<file path="config.mk">
export PLATFORM = sky130hd
export DESIGN_NAME = multicycle_control_flat
export DESIGN_NICKNAME = d
export VERILOG_FILES = /design/src/rtl/multicycle_control_pkg.sv /design/src/rtl/multicycle_control_if.sv /design/src/rtl/multicycle_control_alu_decoder.sv /design/src/rtl/multicycle_control.sv /design/src/flat_wrapper.sv
export SDC_FILE = /design/constraint.sdc
export NUM_CORES = 1
export LEC_CHECK = 0
export CORE_ASPECT_RATIO = 1.1
export CORE_MARGIN = 5
export CORE_UTILIZATION = 38
export CTS_CLUSTER_SIZE = 25
export DETAILED_ROUTE_END_ITERATION = 7
export GPL_TIMING_DRIVEN = 0
export PLACE_DENSITY = 0.95
export SLEW_MARGIN = 40
export SYNTH_ARGS = -nofsm -noshare
export SYNTH_HDL_FRONTEND = slang
export SYNTH_SLANG_ARGS = --single-unit
</file>
<file path="constraint.sdc">
create_clock -name clk -period 2.9 [get_ports clk]
set_clock_uncertainty 0.2 [all_clocks]
set_input_delay 0.29 -clock clk [delete_from_list [all_inputs] [get_ports clk]]
set_output_delay 0.29 -clock clk [all_outputs]
set_load 0.01 [all_outputs]
</file>
<file path="src/rtl/multicycle_control_pkg.sv">
// Shared encodings for the multicycle controller and the ALU: FSM states,
// ALU operation codes, the 2-bit alu_op class and the supported opcodes.
package multicycle_control_pkg;

  typedef enum logic [3:0] {
    S_FETCH,
    S_DECODE,
    S_MEMADR,
    S_MEMREAD,
    S_MEMWB,
    S_MEMWRITE,
    S_EXECR,
    S_EXECI,
    S_ALUWB,
    S_JAL,
    S_BEQ
  } state_t;

  typedef enum logic [1:0] {
    ALU_OP_ADD   = 2'b00,
    ALU_OP_SUB   = 2'b01,
    ALU_OP_FUNCT = 2'b10
  } alu_op_t;

  localparam logic [2:0] ALU_ADD = 3'b000;
  localparam logic [2:0] ALU_SUB = 3'b001;
  localparam logic [2:0] ALU_AND = 3'b010;
  localparam logic [2:0] ALU_OR  = 3'b011;
  localparam logic [2:0] ALU_SLT = 3'b101;

  localparam logic [6:0] OP_LW    = 7'b0000011;
  localparam logic [6:0] OP_SW    = 7'b0100011;
  localparam logic [6:0] OP_RTYPE = 7'b0110011;
  localparam logic [6:0] OP_ITYPE = 7'b0010011;
  localparam logic [6:0] OP_JAL   = 7'b1101111;
  localparam logic [6:0] OP_BEQ   = 7'b1100011;

  // Immediate format select; I-type and lw share format 00.
  function automatic logic [1:0] imm_src_of(input logic [6:0] op);
    case (op)
      OP_SW:   imm_src_of = 2'b01;
      OP_BEQ:  imm_src_of = 2'b10;
      OP_JAL:  imm_src_of = 2'b11;
      default: imm_src_of = 2'b00;
    endcase
  endfunction

endpackage

</file>
<file path="src/rtl/multicycle_control_if.sv">
// Instruction-field inputs and datapath control outputs of the multicycle controller.
// The slave modport is the controller side; master is the datapath side.
interface multicycle_control_if;
  import multicycle_control_pkg::*;

  logic [6:0] op;
  logic [2:0] funct3;
  logic       funct7b5;
  logic       zero;

  logic [2:0] alu_control;
  logic       pc_write;
  logic       ir_write;
  logic       mem_write;
  logic       reg_write;
  logic       adr_src;
  logic [1:0] alu_src_a;
  logic [1:0] alu_src_b;
  logic [1:0] result_src;
  logic [1:0] imm_src;
  state_t     state;

  modport slave (
    input  op, funct3, funct7b5, zero,
    output alu_control, pc_write, ir_write, mem_write, reg_write, adr_src,
           alu_src_a, alu_src_b, result_src, imm_src, state
  );

  modport master (
    output op, funct3, funct7b5, zero,
    input  alu_control, pc_write, ir_write, mem_write, reg_write, adr_src,
           alu_src_a, alu_src_b, result_src, imm_src, state
  );
endinterface

</file>
<file path="src/rtl/multicycle_control_alu_decoder.sv">
// Combinational ALU decoder: maps alu_op class plus funct fields to alu_control.
// Zero latency, no handshake.
module alu_decoder
  import multicycle_control_pkg::*;
(
  input  alu_op_t    alu_op,
  input  logic [2:0] funct3,
  input  logic       op5,
  input  logic       funct7b5,
  output logic [2:0] alu_control
);

  always_comb begin
    alu_control = ALU_ADD;
    case (alu_op)
      ALU_OP_SUB: alu_control = ALU_SUB;
      ALU_OP_FUNCT: begin
        case (funct3)
          // addi never subtracts: op5 separates R-type sub from I-type add
          3'b000:  alu_control = (op5 & funct7b5) ? ALU_SUB : ALU_ADD;
          3'b010:  alu_control = ALU_SLT;
          3'b110:  alu_control = ALU_OR;
          3'b111:  alu_control = ALU_AND;
          default: alu_control = ALU_ADD;
        endcase
      end
      default: alu_control = ALU_ADD;
    endcase
  end

endmodule

</file>
<file path="src/rtl/multicycle_control.sv">
// Moore FSM controller for a multicycle RISC-V datapath; one state per clk, no stall.
// Latency lw 5, sw/R/I/jal 4, beq 3, unsupported 2 cycles; write enables held low during reset.
module multicycle_control
  import multicycle_control_pkg::*;
(
  input logic                 clk,
  input logic                 rst_n,
  multicycle_control_if.slave bus
);

  state_t     state_q, state_d;
  alu_op_t    alu_op;
  logic       pc_write_c, ir_write_c, mem_write_c, reg_write_c, adr_src_c;
  logic [1:0] alu_src_a_c, alu_src_b_c, result_src_c;

  always_ff @(posedge clk) begin
    if (!rst_n) state_q <= S_FETCH;
    else        state_q <= state_d;
  end

  always_comb begin
    state_d      = S_FETCH;
    alu_op       = ALU_OP_ADD;
    pc_write_c   = 1'b0;
    ir_write_c   = 1'b0;
    mem_write_c  = 1'b0;
    reg_write_c  = 1'b0;
    adr_src_c    = 1'b0;
    alu_src_a_c  = 2'b00;
    alu_src_b_c  = 2'b00;
    result_src_c = 2'b00;
    case (state_q)
      S_FETCH: begin
        ir_write_c   = 1'b1;
        pc_write_c   = 1'b1;
        alu_src_b_c  = 2'b10;
        result_src_c = 2'b10;
        state_d      = S_DECODE;
      end
      S_DECODE: begin
        alu_src_a_c = 2'b01;
        alu_src_b_c = 2'b01;
        case (bus.op)
          OP_LW, OP_SW: state_d = S_MEMADR;
          OP_RTYPE:     state_d = S_EXECR;
          OP_ITYPE:     state_d = S_EXECI;
          OP_JAL:       state_d = S_JAL;
          OP_BEQ:       state_d = S_BEQ;
          default:      state_d = S_FETCH;
        endcase
      end
      S_MEMADR: begin
        alu_src_a_c = 2'b10;
        alu_src_b_c = 2'b01;
        state_d     = (bus.op == OP_LW) ? S_MEMREAD : S_MEMWRITE;
      end
      S_MEMREAD: begin
        adr_src_c = 1'b1;
        state_d   = S_MEMWB;
      end
      S_MEMWB: begin
        result_src_c = 2'b01;
        reg_write_c  = 1'b1;
        state_d      = S_FETCH;
      end
      S_MEMWRITE: begin
        adr_src_c   = 1'b1;
        mem_write_c = 1'b1;
        state_d     = S_FETCH;
      end
      S_EXECR: begin
        alu_src_a_c = 2'b10;
        alu_op      = ALU_OP_FUNCT;
        state_d     = S_ALUWB;
      end
      S_EXECI: begin
        alu_src_a_c = 2'b10;
        alu_src_b_c = 2'b01;
        alu_op      = ALU_OP_FUNCT;
        state_d     = S_ALUWB;
      end
      S_ALUWB: begin
        reg_write_c = 1'b1;
        state_d     = S_FETCH;
      end
      S_JAL: begin
        alu_src_a_c = 2'b01;
        alu_src_b_c = 2'b10;
        pc_write_c  = 1'b1;
        state_d     = S_ALUWB;
      end
      S_BEQ: begin
        alu_src_a_c = 2'b10;
        alu_op      = ALU_OP_SUB;
        // The only output that looks at a live input rather than the state
        pc_write_c  = bus.zero;
        state_d     = S_FETCH;
      end
      default: state_d = S_FETCH;
    endcase
  end

  alu_decoder u_alu_decoder (
    .alu_op      (alu_op),
    .funct3      (bus.funct3),
    .op5         (bus.op[5]),
    .funct7b5    (bus.funct7b5),
    .alu_control (bus.alu_control)
  );

  assign bus.pc_write   = rst_n & pc_write_c;
  assign bus.ir_write   = rst_n & ir_write_c;
  assign bus.mem_write  = rst_n & mem_write_c;
  assign bus.reg_write  = rst_n & reg_write_c;
  assign bus.adr_src    = adr_src_c;
  assign bus.alu_src_a  = alu_src_a_c;
  assign bus.alu_src_b  = alu_src_b_c;
  assign bus.result_src = result_src_c;
  assign bus.imm_src    = imm_src_of(bus.op);
  assign bus.state      = state_q;

endmodule

</file>
<file path="src/flat_wrapper.sv">
// flat-port wrapper written by rule: the top's interface ports become plain ports
module multicycle_control_flat import multicycle_control_pkg::*;
  (clk, rst_n, bus_op, bus_funct3, bus_funct7b5, bus_zero, bus_alu_control, bus_pc_write, bus_ir_write, bus_mem_write, bus_reg_write, bus_adr_src, bus_alu_src_a, bus_alu_src_b, bus_result_src, bus_imm_src, bus_state);
  multicycle_control_if bus_i ();
  input logic clk;
  input logic rst_n;
  input wire logic [$bits(bus_i.op)-1:0] bus_op;
  input wire logic [$bits(bus_i.funct3)-1:0] bus_funct3;
  input wire logic [$bits(bus_i.funct7b5)-1:0] bus_funct7b5;
  input wire logic [$bits(bus_i.zero)-1:0] bus_zero;
  output wire logic [$bits(bus_i.alu_control)-1:0] bus_alu_control;
  output wire logic [$bits(bus_i.pc_write)-1:0] bus_pc_write;
  output wire logic [$bits(bus_i.ir_write)-1:0] bus_ir_write;
  output wire logic [$bits(bus_i.mem_write)-1:0] bus_mem_write;
  output wire logic [$bits(bus_i.reg_write)-1:0] bus_reg_write;
  output wire logic [$bits(bus_i.adr_src)-1:0] bus_adr_src;
  output wire logic [$bits(bus_i.alu_src_a)-1:0] bus_alu_src_a;
  output wire logic [$bits(bus_i.alu_src_b)-1:0] bus_alu_src_b;
  output wire logic [$bits(bus_i.result_src)-1:0] bus_result_src;
  output wire logic [$bits(bus_i.imm_src)-1:0] bus_imm_src;
  output wire logic [$bits(bus_i.state)-1:0] bus_state;
  assign bus_i.op = bus_op;
  assign bus_i.funct3 = bus_funct3;
  assign bus_i.funct7b5 = bus_funct7b5;
  assign bus_i.zero = bus_zero;
  assign bus_alu_control = bus_i.alu_control;
  assign bus_pc_write = bus_i.pc_write;
  assign bus_ir_write = bus_i.ir_write;
  assign bus_mem_write = bus_i.mem_write;
  assign bus_reg_write = bus_i.reg_write;
  assign bus_adr_src = bus_i.adr_src;
  assign bus_alu_src_a = bus_i.alu_src_a;
  assign bus_alu_src_b = bus_i.alu_src_b;
  assign bus_result_src = bus_i.result_src;
  assign bus_imm_src = bus_i.imm_src;
  assign bus_state = bus_i.state;
  multicycle_control u_core (.clk(clk), .rst_n(rst_n), .bus(bus_i));
endmodule
</file>
==> run_results.csv <==
group,metric,value,unit
timing,setup_violations,0,
clock_tree,ctsHtreeMaxLevel,1,
setup_path,worstPathCellList,"nor2b_1 -> nand3b_1 -> ha_1 -> nor4_1 -> clkdlybuf4s50_1",
final_layout,final_cell_mix,"33 x clkdlybuf4s50_1, 6 x nor2b_1",
logic_synthesis,syn_inst,73,
power,pwr_density_cell,226,mW/mm^2
timing,fin_setup_tns,0,ps
timing,max_freq,371,MHz
timing,min_period,2690,ps
die,num_rows,14,
clock_tree,cts_sinks,4,
grt,grtUsageTotal,16.5,%
timing,slew_headroom,73.7,%
logic_synthesis,synthArstFlopShare,0,%
timing,finalHoldViolCount,0,
logic_synthesis,synth_nets,89,
clock_tree,post-cts-setup-buffer-count,0,
setup_path,cp_max_fo,8,
place,port_buffers,33,
grt,grt_pass1_wl,2760,um
final_layout,syn_to_final_growth,68.8,%
route,drt_iter0_drc,7,
final_layout,drive_gt1_share,7.34,%
logic_synthesis,synth-seq-cells,4,
final_layout,nets,127,
timing,tightest_slew,394,ps
timing,holdWs,490,ps
die,dieWidth,46,um
die,fp.coreArea,0.00137,mm^2
logic_synthesis,ys_warn_count,0,
place,gp_congestion,0.873,
logic_synthesis,synth_flop_cell,"dfxtp_1",
setup_path,worstPathRequired,2410,ps
clock_tree,ctsResizeCount,0,
logic_synthesis,synth_cell_types,38,
timing,grt_setup_unrepaired,"no",
status,status,"complete, no violations",
setup_path,critPathLaunchType,"register",
clock_tree,cts.hold.buffers_added,0,
logic_synthesis,syn-mean-instance-area,7.42,um^2
clock_tree,cts_tree,"built",
timing,period_share,92.9,%
die,initial_core_util,39.7,%
setup_path,arrival,2200,ps
final_layout,final_common_cell,"clkdlybuf4s50_1",
route,avgRoutedWirePerCell,13.3,um
logic_synthesis,synth-seq-area-share,14.8,%
grt,grt_start_max_net_pins,11,
clock_tree,cts-root-buf,"clkbuf_4",
route,ant_nets,0,
setup_path,cpPeakStageDelay,580,ps
final_layout,num-fill-cells,130,
logic_synthesis,synth_area,542,um^2
final_layout,largest_register_ffs,4,
route,drc,0,
power,ir_worst_vdd,0.000171,V
clock_tree,clkLatencyLatePin,250,ps
clock_tree,clock_path_buffers,2,
clock_tree,cts_buffers,3,
die,fp.dieH,49.6,um
route,postRouteWirelength,1670,um
setup_path,cp_slowest_cell,"clkdlybuf4s50_1",
route,vias,696,
power,cellLeakagePower,0.347,nW
job,maxCapViolCount,0,
place,place.detailed.hpwl,1330,um
route,via_per_inst,5.57,
logic_synthesis,synth_edf_count,0,
final_layout,num_antenna_cells,0,
timing,maxSlewViolCount,0,
worst_hold_path,hold_class,"reg -> reg",
grt,antenna_found_initial,0,
setup_path,worstSetupPathType,"reg -> out",
grt,grt_pass1_vias,675,
clock_tree,path_clk_slew,50,ps
grt,overflow,0,
die,die-area,0.00228,mm^2
setup_path,cp-end-kind,"output pin",
die,pin_count,34,
route,dr.pass1.iters,4,
## layout make-up
type                    instances  area [um^2]  area share, %
multi-input cells              61          422           46.1
flip-flops and latches          4         80.1           8.76
well taps                      16         20.0           2.19
inverters                       4         15.0           1.64
plain buffers                   4         25.0           2.74
clock buffers                   3         22.5           2.46
repair buffers                 33          330           36.1
## path summary, 6_finish.rpt
check | endpoint | startpoint | slack [ps] | depth (start not counted)
setup / recovery | bus_alu_control[2] | u_core.bus.state[1] | 210 | 5
hold / removal | u_core.bus.state[3] | u_core.bus.state[3] | 490 | 2
setup reg to reg | u_core.bus.state[2] | u_core.bus.state[0] | 1400 | 3
hold reg to reg | u_core.bus.state[3] | u_core.bus.state[3] | 490 | 2
## critical path, delay by kind of cell (launching register included)
family,cells,cell delay [ps]
adders and majority gates,1,350
and+or+nand+nor,3,560
DFF,1,470
buffers and inverters,1,580
## Yosys cell counts, types with 2 or more instances
library cell,n,share of area [%]
nand4_1,2,2.3
nor3b_1,4,5.5
inv_1,4,2.8
and3_1,3,3.5
xnor2_1,3,4.9
dfxtp_1,4,15
nor2_1,3,2.1
ha_1,2,4.6
nor3_1,4,3.7
nand3_1,2,1.8
nand2_1,3,2.1
buf_2,2,1.8
nor2b_1,6,6.9
nor4_1,2,2.3
o21ai_0,2,1.8
and3b_1,2,3.2
a21oi_1,4,3.7
## power breakdown
group          switching (W)  leakage [nW]  total (W)  internal [W]
logic              0.0000291         0.301  0.0000716     0.0000425
clock network      0.0000293        0.0138  0.0000760     0.0000467
registers         0.00000256        0.0326  0.0000591     0.0000565
## logic make-up (layout without fill, tap and decap cells)
family | Yosys count | after routing | share of synthesized area, %
xor+xnor | 4 | 4 | 6.47
flops | 4 | 4 | 14.8
simple gates | 42 | 42 | 51.5
compound gates | 13 | 13 | 15.2
buf+inv | 8 | 44 | 7.39
fa+ha+maj | 2 | 2 | 4.62
## metal layers
layer / track usage [%] / wire length [um]
met4: 9.48 / 48
met5: 0 / 0
met3: 6.18 / 140
met2: 26.1 / 785
met1: 18.0 / 692
## per-stage QoR
stage          utilization, %  power (W)  std cells  setup slack (ps)  area, um^2
2_1_floorplan               -  0.0000865         73               929         542
3_3_place_gp             65.3   0.000129        122               479         892
3_5_place_dp             65.3   0.000131        122               446         892
4_1_cts                  66.9   0.000206        125               180         915
5_1_grt                  66.9   0.000217        125              14.6         915
6_report                 66.9   0.000207        125               207         915
No activity file was read; power rests on OpenSTA's default activity.
